$ cat src/rtl/instr_fetch_unit.sv
// Instruction fetch responder: owns the PC, performs one memory read per fetch
// request, latches the returned word and strobes en1 when the fetch completes.
module instr_fetch_unit #(
    parameter int unsigned PC_W    = 8,
    parameter int unsigned INSTR_W = 8
) (
    input  logic               clk,
    input  logic               rst,
    input  logic               en_fetch_pulse,
    input  logic               en_pc_pulse,
    input  logic [1:0]         pc_ctrl,
    input  logic [PC_W-1:0]    pc_target,
    output logic               mem_req,
    output logic [PC_W-1:0]    mem_addr,
    input  logic               mem_ack,
    input  logic [INSTR_W-1:0] mem_rdata,
    output logic [PC_W-1:0]    pc,
    output logic [INSTR_W-1:0] instr,
    output logic [3:0]         opcode,
    output logic [1:0]         rd,
    output logic [1:0]         rs,
    output logic               en1,
    output logic               busy,
    output logic               fetch_err
);

    typedef enum logic [1:0] {
        ST_IDLE = 2'd0,
        ST_REQ  = 2'd1,
        ST_DONE = 2'd2
    } state_t;

    localparam logic [1:0] PC_HOLD  = 2'b00;
    localparam logic [1:0] PC_INC   = 2'b01;
    localparam logic [1:0] PC_LOAD  = 2'b10;
    localparam logic [1:0] PC_CLEAR = 2'b11;

    state_t               state_q, state_d;
    logic [PC_W-1:0]      pc_q, pc_d;
    logic [PC_W-1:0]      mem_addr_q, mem_addr_d;
    logic [INSTR_W-1:0]   instr_q, instr_d;
    logic                 fetch_err_q, fetch_err_d;

    always_ff @(posedge clk or posedge rst) begin
        if (rst) begin
            state_q     <= ST_IDLE;
            pc_q        <= '0;
            mem_addr_q  <= '0;
            instr_q     <= '0;
            fetch_err_q <= 1'b0;
        end else begin
            state_q     <= state_d;
            pc_q        <= pc_d;
            mem_addr_q  <= mem_addr_d;
            instr_q     <= instr_d;
            fetch_err_q <= fetch_err_d;
        end
    end

    // Fetch handshake FSM; the address is captured from the pre-update PC.
    always_comb begin
        state_d     = state_q;
        mem_addr_d  = mem_addr_q;
        instr_d     = instr_q;
        fetch_err_d = fetch_err_q;

        case (state_q)
            ST_IDLE: begin
                if (en_fetch_pulse) begin
                    mem_addr_d = pc_q;
                    state_d    = ST_REQ;
                end
            end
            ST_REQ: begin
                if (mem_ack) begin
                    instr_d = mem_rdata;
                    state_d = ST_DONE;
                end
            end
            ST_DONE: begin
                state_d = ST_IDLE;
            end
            default: begin
                state_d = ST_IDLE;
            end
        endcase

        if (en_fetch_pulse && (state_q != ST_IDLE)) begin
            fetch_err_d = 1'b1;
        end
    end

    // PC update runs independently of the fetch FSM.
    always_comb begin
        pc_d = pc_q;
        if (en_pc_pulse) begin
            case (pc_ctrl)
                PC_HOLD:  pc_d = pc_q;
                PC_INC:   pc_d = pc_q + PC_W'(1);
                PC_LOAD:  pc_d = pc_target;
                PC_CLEAR: pc_d = '0;
                default:  pc_d = pc_q;
            endcase
        end
    end

    assign mem_req   = (state_q == ST_REQ);
    assign en1       = (state_q == ST_DONE);
    assign busy      = (state_q != ST_IDLE);
    assign mem_addr  = mem_addr_q;
    assign pc        = pc_q;
    assign instr     = instr_q;
    assign fetch_err = fetch_err_q;
    assign opcode    = instr_q[7:4];
    assign rd        = instr_q[3:2];
    assign rs        = instr_q[1:0];

endmodule

$ cat config.mk
export PLATFORM = sky130hd
export DESIGN_NAME = instr_fetch_unit
export DESIGN_NICKNAME = d
export VERILOG_FILES = /design/src/rtl/instr_fetch_unit.sv
export SDC_FILE = /design/constraint.sdc
export NUM_CORES = 1
export LEC_CHECK = 0
export ABC_AREA = 1
export CORE_MARGIN = 5
export CORE_UTILIZATION = 44
export CTS_CLUSTER_SIZE = 14
export DETAILED_ROUTE_END_ITERATION = 6
export GPL_TIMING_DRIVEN = 0
export PLACE_DENSITY = 0.9
export SYNTH_ARGS = -nofsm -noshare
export SYNTH_HDL_FRONTEND = slang
export SYNTH_SLANG_ARGS = --single-unit
$ cat constraint.sdc
create_clock -name clk -period 2.21 [get_ports clk]
set_input_delay 0.442 -clock clk [delete_from_list [all_inputs] [get_ports clk]]
set_output_delay 0.442 -clock clk [all_outputs]
set_load 0.02 [all_outputs]
=== Yosys cells after proc, flatten, opt, wreduce, memory -nomap -nowiden ===
Index checks and enable logic that the tools add are counted.

* Input bits: 23
* Word-level logic and storage cells: 26
* Register bits after elaboration: 27
* Output and inout port bits: 36

* $add $sub $neg: 1
* Reduce and logical (&&, ||, !) cells: 8
* Eq/ne operators: 7
* Multiplexer cells: 4
* Bitwise operators: 1

{| class="wikitable"
|+ Operators by type and width
! operator !! count
|-
| 8-bit case mux with 3 select lines || 1
|-
| 8-bit by 1-bit adder with 8-bit output (second input constant) || 1
|-
| 2-bit AND reduction || 4
|-
| 2-bit equality test (second input constant) || 3
|-
| 2-bit by 1-bit equality test with 1-bit output (second input constant) || 2
|-
| 2-bit zero test || 2
|-
| 2-bit 2-to-1 mux || 2
|-
| 2-bit case mux with 2 select lines || 1
|-
| 2-bit by 1-bit != test with 1-bit output (second input constant) || 1
|-
| 2-bit != test (second input constant) || 1
|-
| 2-bit nonzero test || 1
|-
| 1-bit logical AND || 1
|-
| 1-bit NOT || 1
|}

=== Longest topological paths before layout ===
* Depth after elaboration: 3
* Gate-level depth with buffers: 7
* Gate-level depth less buffers: 7

=== Worst setup path after synthesis ===
No wires, ideal clock.

* Kind: register -> register
* From: register pc_q[1] (netlist: pc[1])
* To: register pc_q[6] (netlist: pc[6])
* Setup time: 77 ps
* Period minus slack after synthesis: 1249 ps
* Buffers on the path: 0
* Data required time: 2133 ps
* Cell stages (with the launch flop): 6
* Slack: 961 ps
* Data arrival time: 1171 ps
* Cells stage by stage: dfrtp_1 > ha_1 > nand3_1 > o21ai_0 > nand3_1 > a21oi_1

* Cells in the longest elaborated chain, start to end: 2

{| class="wikitable"
|+ Ends and longest elaborated chain
! element !! line !! source
|-
| start, declared || 39 || <nowiki>logic [PC_W-1:0] pc_q, pc_d;</nowiki>
|-
| start signal, assigned || 53 || <nowiki>pc_q <= pc_d;</nowiki>
|-
| 8-bit by 1-bit adder with 8-bit output || 99 || <nowiki>PC_INC: pc_d = pc_q + PC_W'(1);</nowiki>
|-
| 8-bit case mux with 3 select lines || 97 || <nowiki>case (pc_ctrl)</nowiki>
|}

Every way passes these cells.
A chain may end at the register's enable or synchronous reset.

=== Worst setup path after layout ===
* From: register state_q[1]
* To: output port mem_req

* Cells in the longest elaborated chain, start to end: 1

{| class="wikitable"
|+ Ends and longest elaborated chain
! element !! line !! source
|-
| start, declared || 38 || <nowiki>state_t state_q, state_d;</nowiki>
|-
| start signal, assigned || 52 || <nowiki>state_q <= state_d;</nowiki>
|-
| 2-bit by 1-bit equality test with 1-bit output || 107 || <nowiki>assign mem_req = (state_q == ST_REQ);</nowiki>
|-
| end, declared || 13 || <nowiki>output logic mem_req,</nowiki>
|}

Every way passes these cells.

==> flow_metrics.env <==
export IMPL_pwr_share_seq_pct=34.5
export IMPL_rrSetupSlack_ns=0.97
export IMPL_r2r_cells=5
export IMPL_yosysSeqAreaShare_pct=52.58
export IMPL_hold_path_endpoint="fetch_err"
export IMPL_p_sw_share_pct=39.59
export IMPL_hp_class="flip-flop to flip-flop"
export IMPL_grt_overflow=0
export IMPL_worstReg2RegStart="pc[1]"
export IMPL_leakage_uw=0.0009075
export IMPL_hpwl_um=2415
export IMPL_synth_simple_area_share_pct=22.30
export IMPL_cts_resized=0
export IMPL_switchingPower_uw=925.5
export IMPL_synth_fa_ha_area_share_pct=0.9737
export IMPL_postCtsSetupRepairBufs=0
export IMPL_ys_ff_latch=27
export IMPL_layout_drive_gt1_share_pct=9.390
export IMPL_worstSetupEndpointType="primary output"
export IMPL_cts_sinks=27
export IMPL_hold_start="fetch_err"
export IMPL_synthXorXnorAreaFrac_pct=0
export IMPL_highest_layer="met4"
export IMPL_drtPass1Iterations=4
export IMPL_slew_viol_final=0
export IMPL_r2r_end="pc[6]"
export IMPL_die_x_um=64.04
export IMPL_syn_cell_area_um2=1285
export IMPL_die_area_um2=4101
export IMPL_route_met2_wl_um=1374
export IMPL_cp_slowest_stage_delay_ns=0.61
export IMPL_initial_utilization_pct=46.20
export IMPL_path_buf_inv=3
export IMPL_cts_hold_buffers=0
export IMPL_fin_area_um2=1931
export IMPL_drtIter0Drc=53
export IMPL_wl_per_cell_um=12.41
export IMPL_path_cells="inv_1, nand2_1, inv_1, clkdlybuf4s50_1"
export IMPL_synth_compound_area_share_pct=13.24
export IMPL_antennaDiodeCount=0
export IMPL_combPwrFrac_pct=56.4
export IMPL_wl_met1_um=1326
export IMPL_io_pins=59
export IMPL_syn_nets=175
export IMPL_numCtsBuffers=3
export IMPL_gp_congestion=0.8240
export IMPL_syn2layout_area_growth_pct=50.24
export IMPL_track_usage_pct=14.89
export IMPL_syn_inst=151
export IMPL_ys_types=20
export IMPL_max_slew_worst_pin_slew_ns=0.9994
export IMPL_place_area_um2=1904
export IMPL_setup_violations=0
export IMPL_synthFlopType="dfrtp_1"
export IMPL_fin_worst_skew_ns=0.01073
export IMPL_hold_depth=1
export IMPL_fmaxAchievable_mhz=495.0
export IMPL_viasPerCell=4.984
export IMPL_path_class="flip-flop to primary output"
export IMPL_p_per_area_nw_per_um2=1211
export IMPL_path_clk_slew_ns=0.13
export IMPL_numPortBuffers=58
export IMPL_status="finished, final reports clean"
export IMPL_finalCritPeriodShare_pct=91.40
export IMPL_htreeDepth=1
export IMPL_root_buffer="clkbuf_4"
export IMPL_p_clk_share_pct=9.1
export IMPL_fin_tns_setup_ns=0
export IMPL_synthMuxAreaShare_pct=0.8763
export IMPL_cpMostUsedCell="inv_1"
export IMPL_syn_area_per_cell_um2=8.510
export IMPL_met3_length_um=280
export IMPL_core_area_um2=2781
export IMPL_synth_top_family_by_area="simple AND/OR/NAND/NOR gates"
export IMPL_cts_tree="done"
export IMPL_layout_nets=238
export IMPL_worstSkewPairLatency_ns=0.33
export IMPL_hold_violations=0
export IMPL_critPathArrivalTime_ns=1.58
export IMPL_ir_drop_v=0.0009167
export IMPL_fin_crit_ns=2.020
export IMPL_antenna_found_initial=0
export IMPL_drc=0
export IMPL_grt_pass1_vias=1107
export IMPL_num_rows=19
export IMPL_crit_family="buffers and inverters"
export IMPL_vias=1216
export IMPL_final_antenna_net_count=0
export IMPL_max_cap_violations=0
export IMPL_chipHeight_um=64.04
export IMPL_critPathSlowestCell="clkdlybuf4s50_1"
export IMPL_synth_warnings=0
export IMPL_grt_max_degree=28
export IMPL_rsz0062_at_grt="no"
export IMPL_async_flop_share_pct=100.0
export IMPL_start_kind="flip-flop"
export IMPL_cp_max_fo=3
export IMPL_intPower_uw=1412
export IMPL_slew_headroom_pct=33.30
export IMPL_worst_ep_required_time_ns=1.77
export IMPL_clockBufferDepth=2
export IMPL_synth_edf_count=0
export IMPL_wirelength_um=3028
export IMPL_grt_pass1_wl_um=4843
cells in the final DEF (no fill, tap or decap), drive strengths merged:
cell,netlist,final
a21boi,1,1
a21o,1,1
a21oi,10,10
a22oi,5,5
buf,10,10
clkbuf,0,4
clkdlybuf4s50,0,58
dfrtp,27,27
ha,1,1
inv,15,15
mux2,1,1
nand2,49,49
nand3,8,8
nand4,1,1
nor2,9,9
nor3,1,1
o21ai,12,12
synthesized netlist by cell type, types with 2 or more instances:
| cell | n | area (um2) |
|---|---|---|
| nor2_4 | 2 | 22.52 |
| nand2_1 | 49 | 183.9 |
| o21ai_0 | 10 | 50.05 |
| o21ai_2 | 2 | 17.52 |
| a21oi_1 | 10 | 50.05 |
| inv_1 | 14 | 52.55 |
| buf_4 | 9 | 67.56 |
| dfrtp_1 | 27 | 675.7 |
| nor2_1 | 6 | 22.52 |
| nand3_1 | 8 | 40.04 |
| a22oi_1 | 5 | 37.54 |
worst max path at each step:
stage                           from  cells past startpoint      end  slack (ns)
after floorplan                pc[1]                      5    pc[6]        0.96
after global placement    pc_ctrl[1]                      6    pc[5]        0.48
after detailed placement  pc_ctrl[1]                      6    pc[5]        0.47
after CTS                 state_q[1]                      4  mem_req        0.16
after global routing      state_q[1]                      4  mem_req         0.1
final                     state_q[1]                      4  mem_req        0.19
metrics by stage:
step	setup WS (ns)	hold slack, ns	util, %	total power [uW]	std cells
after floorplan	0.9613	0.4947	-	1505	151
after global placement	0.4848	0.4431	68.47	2124	240
after detailed placement	0.4656	0.4493	68.47	2153	240
after CTS	0.1638	0.4803	69.41	2366	244
after global routing	0.09645	0.5237	69.41	2478	244
final	0.1900	0.4745	69.41	2338	244
kinds of logic after synthesis:
group	after synthesis
adders and majority gates	1
DFF	27
AOI/OAI and AO/OA	29
muxes	1
buffers and inverters	25
and+or+nand+nor	68
area by class of cell:
class	count	area, um2
Multi-Input combinational cell	99	480.5
Buffer	10	72.57
Inverter	15	56.30
Timing Repair Buffer	58	580.6
Sequential cell	27	675.6
Tap cell	31	38.79
Fill cell	233	850.8
Clock buffer	4	26.28
power by group through the flow:
stage	clock network (uW)	registers [uW]	logic, uW
after detailed placement	0	819	1330
after CTS	222	809	1340
final	212	807	1320
after floorplan	0	1020	482
after global routing	233	835	1410
after global placement	0	809	1310
state kept, by name (all words and copies together) (netlist names):
signal / cells
instr: 8
mem_addr: 8
pc: 8
state_q: 2
fetch_err: 1
metal layers:
metal / vias up / GRT usage, %
met2: 56 / 25.38
met3: 5 / 3.503
met4: 0 / 6.234
met5: - / 0
met1: 553 / 17.88
li1: 602 / -
(Power assumes the default switching activity.)
